**config.mk**
```make
export PLATFORM = sky130hd
export DESIGN_NAME = pairing_serial_host
export DESIGN_NICKNAME = d
export VERILOG_FILES = /design/src/rtl/pairing_host_pkg.sv /design/src/rtl/pairing_host_shreg.sv /design/src/rtl/pairing_serial_host.sv
export SDC_FILE = /design/constraint.sdc
export NUM_CORES = 1
export LEC_CHECK = 0
export CORE_ASPECT_RATIO = 0.75
export CORE_MARGIN = 4
export CORE_UTILIZATION = 55
export DETAILED_ROUTE_END_ITERATION = 10
export PLACE_DENSITY = 0.85
export SYNTH_ARGS = -nofsm -noshare
export SYNTH_HDL_FRONTEND = slang
export SYNTH_SLANG_ARGS = --single-unit
```
**constraint.sdc**
```tcl
create_clock -name clk -period 4 [get_ports clk]
set_input_delay 0.4 -clock clk [delete_from_list [all_inputs] [get_ports clk]]
set_output_delay 0.4 -clock clk [all_outputs]
set_load 0.01 [all_outputs]
```
**src/rtl/pairing_host_pkg.sv**
```systemverilog
// +----------------------------------------------------------------------+
// | pairing_host_pkg : shared encodings for the pairing serial host      |
// | Revision: 1.0                                                        |
// +----------------------------------------------------------------------+
`default_nettype none

package pairing_host_pkg;

    localparam int WIDTH = 198;

    localparam logic [1:0] OP_WRITE = 2'b00;
    localparam logic [1:0] OP_READ  = 2'b01;
    localparam logic [1:0] OP_RUN   = 2'b10;
    localparam logic [1:0] OP_ILL   = 2'b11;

    // Operand and result register map of the pairing core
    localparam logic [5:0] XP   = 6'd3;
    localparam logic [5:0] YP   = 6'd5;
    localparam logic [5:0] XQ   = 6'd6;
    localparam logic [5:0] YQ   = 6'd7;
    localparam logic [5:0] RES0 = 6'd9;
    localparam logic [5:0] RES1 = 6'd10;
    localparam logic [5:0] RES2 = 6'd11;
    localparam logic [5:0] RES3 = 6'd12;
    localparam logic [5:0] RES4 = 6'd13;
    localparam logic [5:0] RES5 = 6'd14;

    typedef enum logic [3:0] {
        ST_IDLE     = 4'd0,
        ST_W_UPD    = 4'd1,
        ST_W_SHIFT  = 4'd2,
        ST_W_COMMIT = 4'd3,
        ST_R_SETUP  = 4'd4,
        ST_R_UPD    = 4'd5,
        ST_R_SHIFT  = 4'd6,
        ST_RUN      = 4'd7,
        ST_RESP     = 4'd8
    } state_t;

endpackage

`default_nettype wire

```
**src/rtl/pairing_host_shreg.sv**
```systemverilog
// +----------------------------------------------------------------------+
// | pairing_host_shreg : parallel-load / shift-right word register       |
// | Revision: 1.0                                                        |
// +----------------------------------------------------------------------+
`default_nettype none

module pairing_host_shreg #(
    parameter int WIDTH = 198
) (
    input  logic             clk,
    input  logic             reset,
    input  logic             load,
    input  logic [WIDTH-1:0] load_data,
    input  logic             shift,
    input  logic             serial_in,
    output logic             serial_out,
    output logic [WIDTH-1:0] q
);

    // Load wins over shift; serial data enters at the MSB so an LSB-first
    // stream is fully assembled after WIDTH shifts.
    always_ff @(posedge clk or negedge reset) begin
        if (!reset) begin
            q <= '0;
        end else if (load) begin
            q <= load_data;
        end else if (shift) begin
            q <= {serial_in, q[WIDTH-1:1]};
        end
    end

    assign serial_out = q[0];

endmodule

`default_nettype wire

```
**src/rtl/pairing_serial_host.sv**
```systemverilog
// +----------------------------------------------------------------------+
// | pairing_serial_host : command/response bridge to the pairing core's  |
// | bit-serial register port.                         Revision: 1.0      |
// +----------------------------------------------------------------------+
`default_nettype none

module pairing_serial_host #(
    parameter int WIDTH  = pairing_host_pkg::WIDTH,
    parameter int ADDR_W = 6,
    parameter int TMO_W  = 24
) (
    input  logic              clk,
    input  logic              reset,
    input  logic              cmd_valid,
    output logic              cmd_ready,
    input  logic [1:0]        cmd_op,
    input  logic [ADDR_W-1:0] cmd_addr,
    input  logic [WIDTH-1:0]  cmd_data,
    output logic              rsp_valid,
    input  logic              rsp_ready,
    output logic [WIDTH-1:0]  rsp_data,
    output logic              rsp_err,
    output logic              core_reset,
    output logic              core_sel,
    output logic              core_update,
    output logic              core_ready,
    output logic              core_w,
    output logic              core_i,
    output logic [ADDR_W-1:0] core_addr,
    input  logic              core_o,
    input  logic              core_done
);

    import pairing_host_pkg::*;

    localparam logic [7:0]       LAST_BIT = 8'(WIDTH - 1);
    // Exiting when the counter is one short of all-ones gives 2^TMO_W-1 RUN cycles
    localparam logic [TMO_W-1:0] TMO_LAST = {{(TMO_W-1){1'b1}}, 1'b0};

    state_t             state, state_d;
    logic [7:0]         bit_cnt, bit_cnt_d;
    logic [TMO_W-1:0]   tmo_cnt, tmo_cnt_d;
    logic               done_q;
    logic               accept;
    logic               done_rise;

    logic               sh_load;
    logic               sh_shift;
    logic               sh_out;
    logic [WIDTH-1:0]   sh_q;

    logic               cmd_ready_d, rsp_valid_d, rsp_err_d;
    logic [WIDTH-1:0]   rsp_data_d;
    logic               core_reset_d, core_sel_d, core_update_d;
    logic               core_ready_d, core_w_d, core_i_d;
    logic [ADDR_W-1:0]  core_addr_d;

    assign accept    = cmd_valid && cmd_ready;
    assign done_rise = core_done && !done_q;

    pairing_host_shreg #(
        .WIDTH (WIDTH)
    ) u_shreg (
        .clk        (clk),
        .reset      (reset),
        .load       (sh_load),
        .load_data  (cmd_data),
        .shift      (sh_shift),
        .serial_in  (core_o),
        .serial_out (sh_out),
        .q          (sh_q)
    );

    always_comb begin
        state_d    = state;
        rsp_data_d = rsp_data;
        rsp_err_d  = rsp_err;
        sh_load    = 1'b0;
        sh_shift   = 1'b0;

        case (state)
            ST_IDLE: begin
                if (accept) begin
                    case (cmd_op)
                        OP_WRITE: begin
                            state_d = ST_W_UPD;
                            sh_load = 1'b1;
                        end
                        OP_READ:  state_d = ST_R_SETUP;
                        OP_RUN:   state_d = ST_RUN;
                        default: begin
                            state_d    = ST_RESP;
                            rsp_data_d = '0;
                            rsp_err_d  = 1'b1;
                        end
                    endcase
                end
            end
            ST_W_UPD:   state_d = ST_W_SHIFT;
            ST_W_SHIFT: begin
                if (bit_cnt == LAST_BIT) begin
                    state_d = ST_W_COMMIT;
                end
            end
            ST_W_COMMIT: begin
                state_d    = ST_RESP;
                rsp_data_d = '0;
                rsp_err_d  = 1'b0;
            end
            ST_R_SETUP: state_d = ST_R_UPD;
            ST_R_UPD:   state_d = ST_R_SHIFT;
            ST_R_SHIFT: begin
                sh_shift = 1'b1;
                if (bit_cnt == LAST_BIT) begin
                    state_d    = ST_RESP;
                    rsp_data_d = {core_o, sh_q[WIDTH-1:1]};
                    rsp_err_d  = 1'b0;
                end
            end
            ST_RUN: begin
                if (done_rise) begin
                    state_d    = ST_RESP;
                    rsp_data_d = '0;
                    rsp_err_d  = 1'b0;
                end else if (tmo_cnt == TMO_LAST) begin
                    state_d    = ST_RESP;
                    rsp_data_d = '0;
                    rsp_err_d  = 1'b1;
                end
            end
            ST_RESP: begin
                if (rsp_ready) begin
                    state_d = ST_IDLE;
                end
            end
            default: state_d = ST_IDLE;
        endcase

        // core_i is registered, so the bit for the next shift cycle is
        // taken from the shreg one cycle ahead and the shreg advances with it.
        if (state_d == ST_W_SHIFT) begin
            sh_shift = 1'b1;
        end

        if (state_d != state) begin
            bit_cnt_d = '0;
        end else if (state == ST_W_SHIFT || state == ST_R_SHIFT) begin
            bit_cnt_d = bit_cnt + 8'd1;
        end else begin
            bit_cnt_d = bit_cnt;
        end

        tmo_cnt_d = (state == ST_RUN) ? tmo_cnt + 1'b1 : '0;

        // Registered outputs are decoded from the state being entered
        cmd_ready_d   = (state_d == ST_IDLE);
        rsp_valid_d   = (state_d == ST_RESP);
        core_reset_d  = core_reset;
        core_addr_d   = core_addr;
        core_sel_d    = 1'b0;
        core_update_d = 1'b0;
        core_ready_d  = 1'b0;
        core_w_d      = 1'b0;
        core_i_d      = 1'b0;

        case (state_d)
            ST_W_UPD: begin
                core_reset_d  = 1'b1;
                core_sel_d    = 1'b1;
                core_update_d = 1'b1;
                core_addr_d   = cmd_addr;
            end
            ST_W_SHIFT: begin
                core_sel_d   = 1'b1;
                core_ready_d = 1'b1;
                core_i_d     = sh_out;
            end
            ST_W_COMMIT: begin
                core_sel_d = 1'b1;
                core_w_d   = 1'b1;
            end
            ST_R_SETUP: begin
                core_sel_d  = 1'b1;
                core_addr_d = cmd_addr;
            end
            ST_R_UPD: begin
                core_sel_d    = 1'b1;
                core_update_d = 1'b1;
            end
            ST_R_SHIFT: begin
                core_sel_d   = 1'b1;
                core_ready_d = 1'b1;
            end
            ST_RUN: core_reset_d = 1'b0;
            default: ;
        endcase
    end

    always_ff @(posedge clk or negedge reset) begin
        if (!reset) begin
            state       <= ST_IDLE;
            bit_cnt     <= '0;
            tmo_cnt     <= '0;
            done_q      <= 1'b0;
            cmd_ready   <= 1'b0;
            rsp_valid   <= 1'b0;
            rsp_data    <= '0;
            rsp_err     <= 1'b0;
            core_reset  <= 1'b1;
            core_sel    <= 1'b0;
            core_update <= 1'b0;
            core_ready  <= 1'b0;
            core_w      <= 1'b0;
            core_i      <= 1'b0;
            core_addr   <= '0;
        end else begin
            state       <= state_d;
            bit_cnt     <= bit_cnt_d;
            tmo_cnt     <= tmo_cnt_d;
            done_q      <= core_done;
            cmd_ready   <= cmd_ready_d;
            rsp_valid   <= rsp_valid_d;
            rsp_data    <= rsp_data_d;
            rsp_err     <= rsp_err_d;
            core_reset  <= core_reset_d;
            core_sel    <= core_sel_d;
            core_update <= core_update_d;
            core_ready  <= core_ready_d;
            core_w      <= core_w_d;
            core_i      <= core_i_d;
            core_addr   <= core_addr_d;
        end
    end

endmodule

`default_nettype wire

```
==> flow_metrics.py <==
metrics = {
    "setup_path": {
        "max_stage_delay_ns": 0.59,
        "crit_path_cell_trace": "nor2_1 > a32o_1 > nor3_1 > o21ai_1 > o311ai_4 > buf_12 > buf_4 > mux2_2",
        "start_kind": "flop",
        "arrival_ns": 3.73,
        "path_max_fanout": 37,
        "cp_top_family": "compound AO/OA/AOI/OAI gates",
        "crit_required_ns": 4.41,
        "criticalPathCategory": "flop to flop",
        "critical_path.slowest_cell": "dfrtp_1",
        "path_buf_inv": 2,
        "endpoint_kind": "flop",
        "startpoint": "state[0]$_DFF_PN0_",
        "r2r-start": "state[0]$_DFF_PN0_",
    },
    "timing": {
        "rsz0062_at_grt": "false",
        "finalMaxSlewViolations": 0,
        "relSlewSlack": 0.323,
        "fmax_mhz": 302,
        "final.setup.tns_ns": 0,
        "hold_ws_ns": -0.0294,
        "finalSetupViolCount": 0,
        "tightest_slew_ns": 1.02,
        "fin_crit_sh": 0.828,
        "fin_skew_ns": 0.0198,
        "period_needed_ns": 3.31,
        "timing.final.ws_setup_ns": 0.689,
        "finalHoldViolCount": 14,
    },
    "place": {
        "gp_congestion": 0.872,
        "hpwl_um": 37100,
        "placed_area_um2": 24700,
        "pre_cts_ws_ns": 0.393,
        "io_buffer_count": 424,
        "dp_cells": 2551,
    },
    "grt": {
        "grt_overflow_total": 0,
        "grt_start_max_net_pins": 199,
        "track_usage": 0.270,
        "grt_pass1_wl_um": 86200,
        "antenna_found_initial": 6,
        "grt_pass1_vias": 15400,
    },
    "cts": {
        "cts_hold_buf": 0,
        "numCtsBuffers": 44,
        "root_buffer": "clkbuf_16",
        "clkLatencyLatePin_ns": 0.54,
        "postCtsSetupBuffers": 0,
        "clockBufferDepth": 3,
        "clk_pin_slew_ns": 0.06,
        "cts_tree": "yes",
        "cts_sinks": 448,
        "ctsResizeCount": 0,
        "htree_levels": 2,
    },
    "die": {
        "io_pins": 425,
        "core_area_um2": 36000,
        "dieHeight_um": 173,
        "num_rows": 60,
        "die-area_um2": 39700,
        "start_util": 0.559,
        "die_w_um": 229,
    },
    "finish": {
        "multi_input_area_um2": 8300,
        "fill_cells": 2371,
        "area_delta_synth_final_pct": 30.6,
        "seq_area_um2": 11200,
        "drive_gt1_frac": 0.233,
        "final_nets": 2353,
        "stdcell_count": 2631,
        "design_area_um2": 26200,
    },
    "power_and_ir_drop": {
        "powerDensity_nw_per_um2": 739,
        "combPwrFrac": 0.412,
        "internal_power_uw": 12800,
        "switchingPower_uw": 6530,
        "peakVddDrop_uv": 1150,
        "p_total_uw": 19400,
        "power.share.switching": 0.337,
        "cellLeakagePower_uw": 0.0116,
        "power_frac_clock": 0.220,
        "power_frac_seq": 0.369,
    },
    "detailed_routing": {
        "wl_per_cell_um": 20.6,
        "wl_um": 54300,
        "vias": 14700,
        "viasPerCell": 5.60,
        "drc_errors": 0,
        "first_pass_iters": 5,
        "drt_iter0_drc": 878,
        "final_antenna_net_count": 0,
    },
    "status": {
        "status": "complete, but fails checks",
        "violations": "hold timing",
    },
    "synth": {
        "synth_warnings": 0,
        "syn_nets": 1978,
        "synth_ff_type": "dfrtp_1",
        "synth_edf_count": 0,
        "yosys.area.top_type": "dfrtp_1",
        "yosysUniqueCellTypes": 50,
        "synthTopCellsByArea": "dfrtp_1 (56%), mux2_2 (21%), nand2_1 (7.7%), o21ai_0 (5.0%), mux2_4 (1.5%)",
        "syn_area_um2": 20100,
        "synthCells": 1757,
        "synth.yosys.seq_area_share": 0.558,
        "syn_area_per_cell_um2": 11.4,
        "synth_top_area_share": 0.557,
        "ys_seq_elements": 448,
        "async_flop_share": 1.00,
    },
    "flow_run": {
        "maxCapViolations": 0,
    },
    "min_path": {
        "hold_path.class": "primary input to async pin",
    },
}
[routing by layer]
layer  wire length [um]  vias up  global-route usage
li1                   -     6742                   -
met1              22500     7373               0.350
met2              25700      501               0.442
met3               4070      117              0.0762
met4               1970        8              0.0877
met5                 55        -                   0
[through the flow]
step	utilization	hold slack, ns
final	0.729	-0.0294
after global routing	0.729	0.0368
after CTS	0.729	0.0179
after detailed placement	0.688	0.470
after global placement	0.688	0.461
after floorplan	-	0.104
[registers in the layout, summed over array words and instances (netlist names), 4 cells and up]
register and count:
u_shreg.q 198, state 4, bit_cnt 8, rsp_data 198, core_addr 6, tmo_cnt 24
[synth_stat cells, types with 3 or more instances]
master and instances:
a21oi_1 5, a31oi_1 3, and2_1 3, buf_2 26
buf_6 12, clkbuf_1 77, dfrtp_1 447, ha_1 9
inv_1 10, mux2_2 380, mux2_4 20, nand2_1 414
nand3_1 10, nand4_1 11, nor2_1 44, nor3_1 8
nor4_1 4, o21ai_0 202, or3_1 4, xnor2_1 8
xor2_1 19
[power by group through the flow]
stage	clock network, uW	registers [uW]	logic (uW)
3_3_place_gp	0	7080	7640
4_1_cts	4330	7120	8030
2_1_floorplan	0	6970	5750
6_report	4250	7150	7980
5_1_grt	4550	7320	8560
3_5_place_dp	0	7170	7930
[kinds of logic after synthesis]
family	share of synthesized area
buffers and inverters	0.0302
DFF	0.558
adders and majority gates	0.00561
AOI/OAI and AO/OA	0.0598
and+or+nand+nor	0.105
xor gates and xnor gates	0.0118
muxes	0.229
[placed cells by master, fill, tap and decap left out, types with 10 or more instances in the layout]
cell type | netlist | layout
clkbuf_8 | 0 | 11
buf_12 | 0 | 15
clkdlybuf4s50_1 | 0 | 423
dfrtp_1 | 447 | 447
inv_1 | 10 | 10
nand4_1 | 11 | 11
xor2_1 | 19 | 19
nand2_1 | 414 | 413
clkbuf_16 | 0 | 45
mux2_2 | 380 | 380
o21ai_0 | 202 | 202
nor2_1 | 44 | 44
nand3_1 | 10 | 10
mux2_4 | 20 | 20
[worst reg2reg max path, delay by kind of cell (launching register included)]
kind | cells | cell delay [ns]
compound gates | 3 | 1.14
buf+inv | 2 | 0.60
flops | 1 | 0.59
simple gates | 2 | 0.50
mux | 1 | 0.37
[worst paths after layout]
path / endpoint / slack (ns) / depth (start not counted)
hold reg to reg: rsp_data[172]$_DFFE_PN0P_ / 0.48 / 2
min in group clk: done_q$_DFF_PN0_ / 0.33 / 1
hold / removal: u_shreg.q[176]$_DFFE_PN0P_ / -0.03 / 1
setup reg to reg: u_shreg.q[63]$_DFFE_PN0P_ / 0.69 / 8
max in group asynchronous: rsp_data[179]$_DFFE_PN0P_ / 2.98 / 3
setup / recovery: u_shreg.q[63]$_DFFE_PN0P_ / 0.69 / 8
[area by class of cell]
class                   instances  share of cell area
well taps                     465              0.0222
diodes                          2            0.000191
inverters                      10             0.00143
flip-flops and latches        448               0.428
clock buffers                  62              0.0496
multi-input cells            1182               0.316
clock inverters                16             0.00725
repair buffers                446               0.175
(Power assumes the default switching activity.)
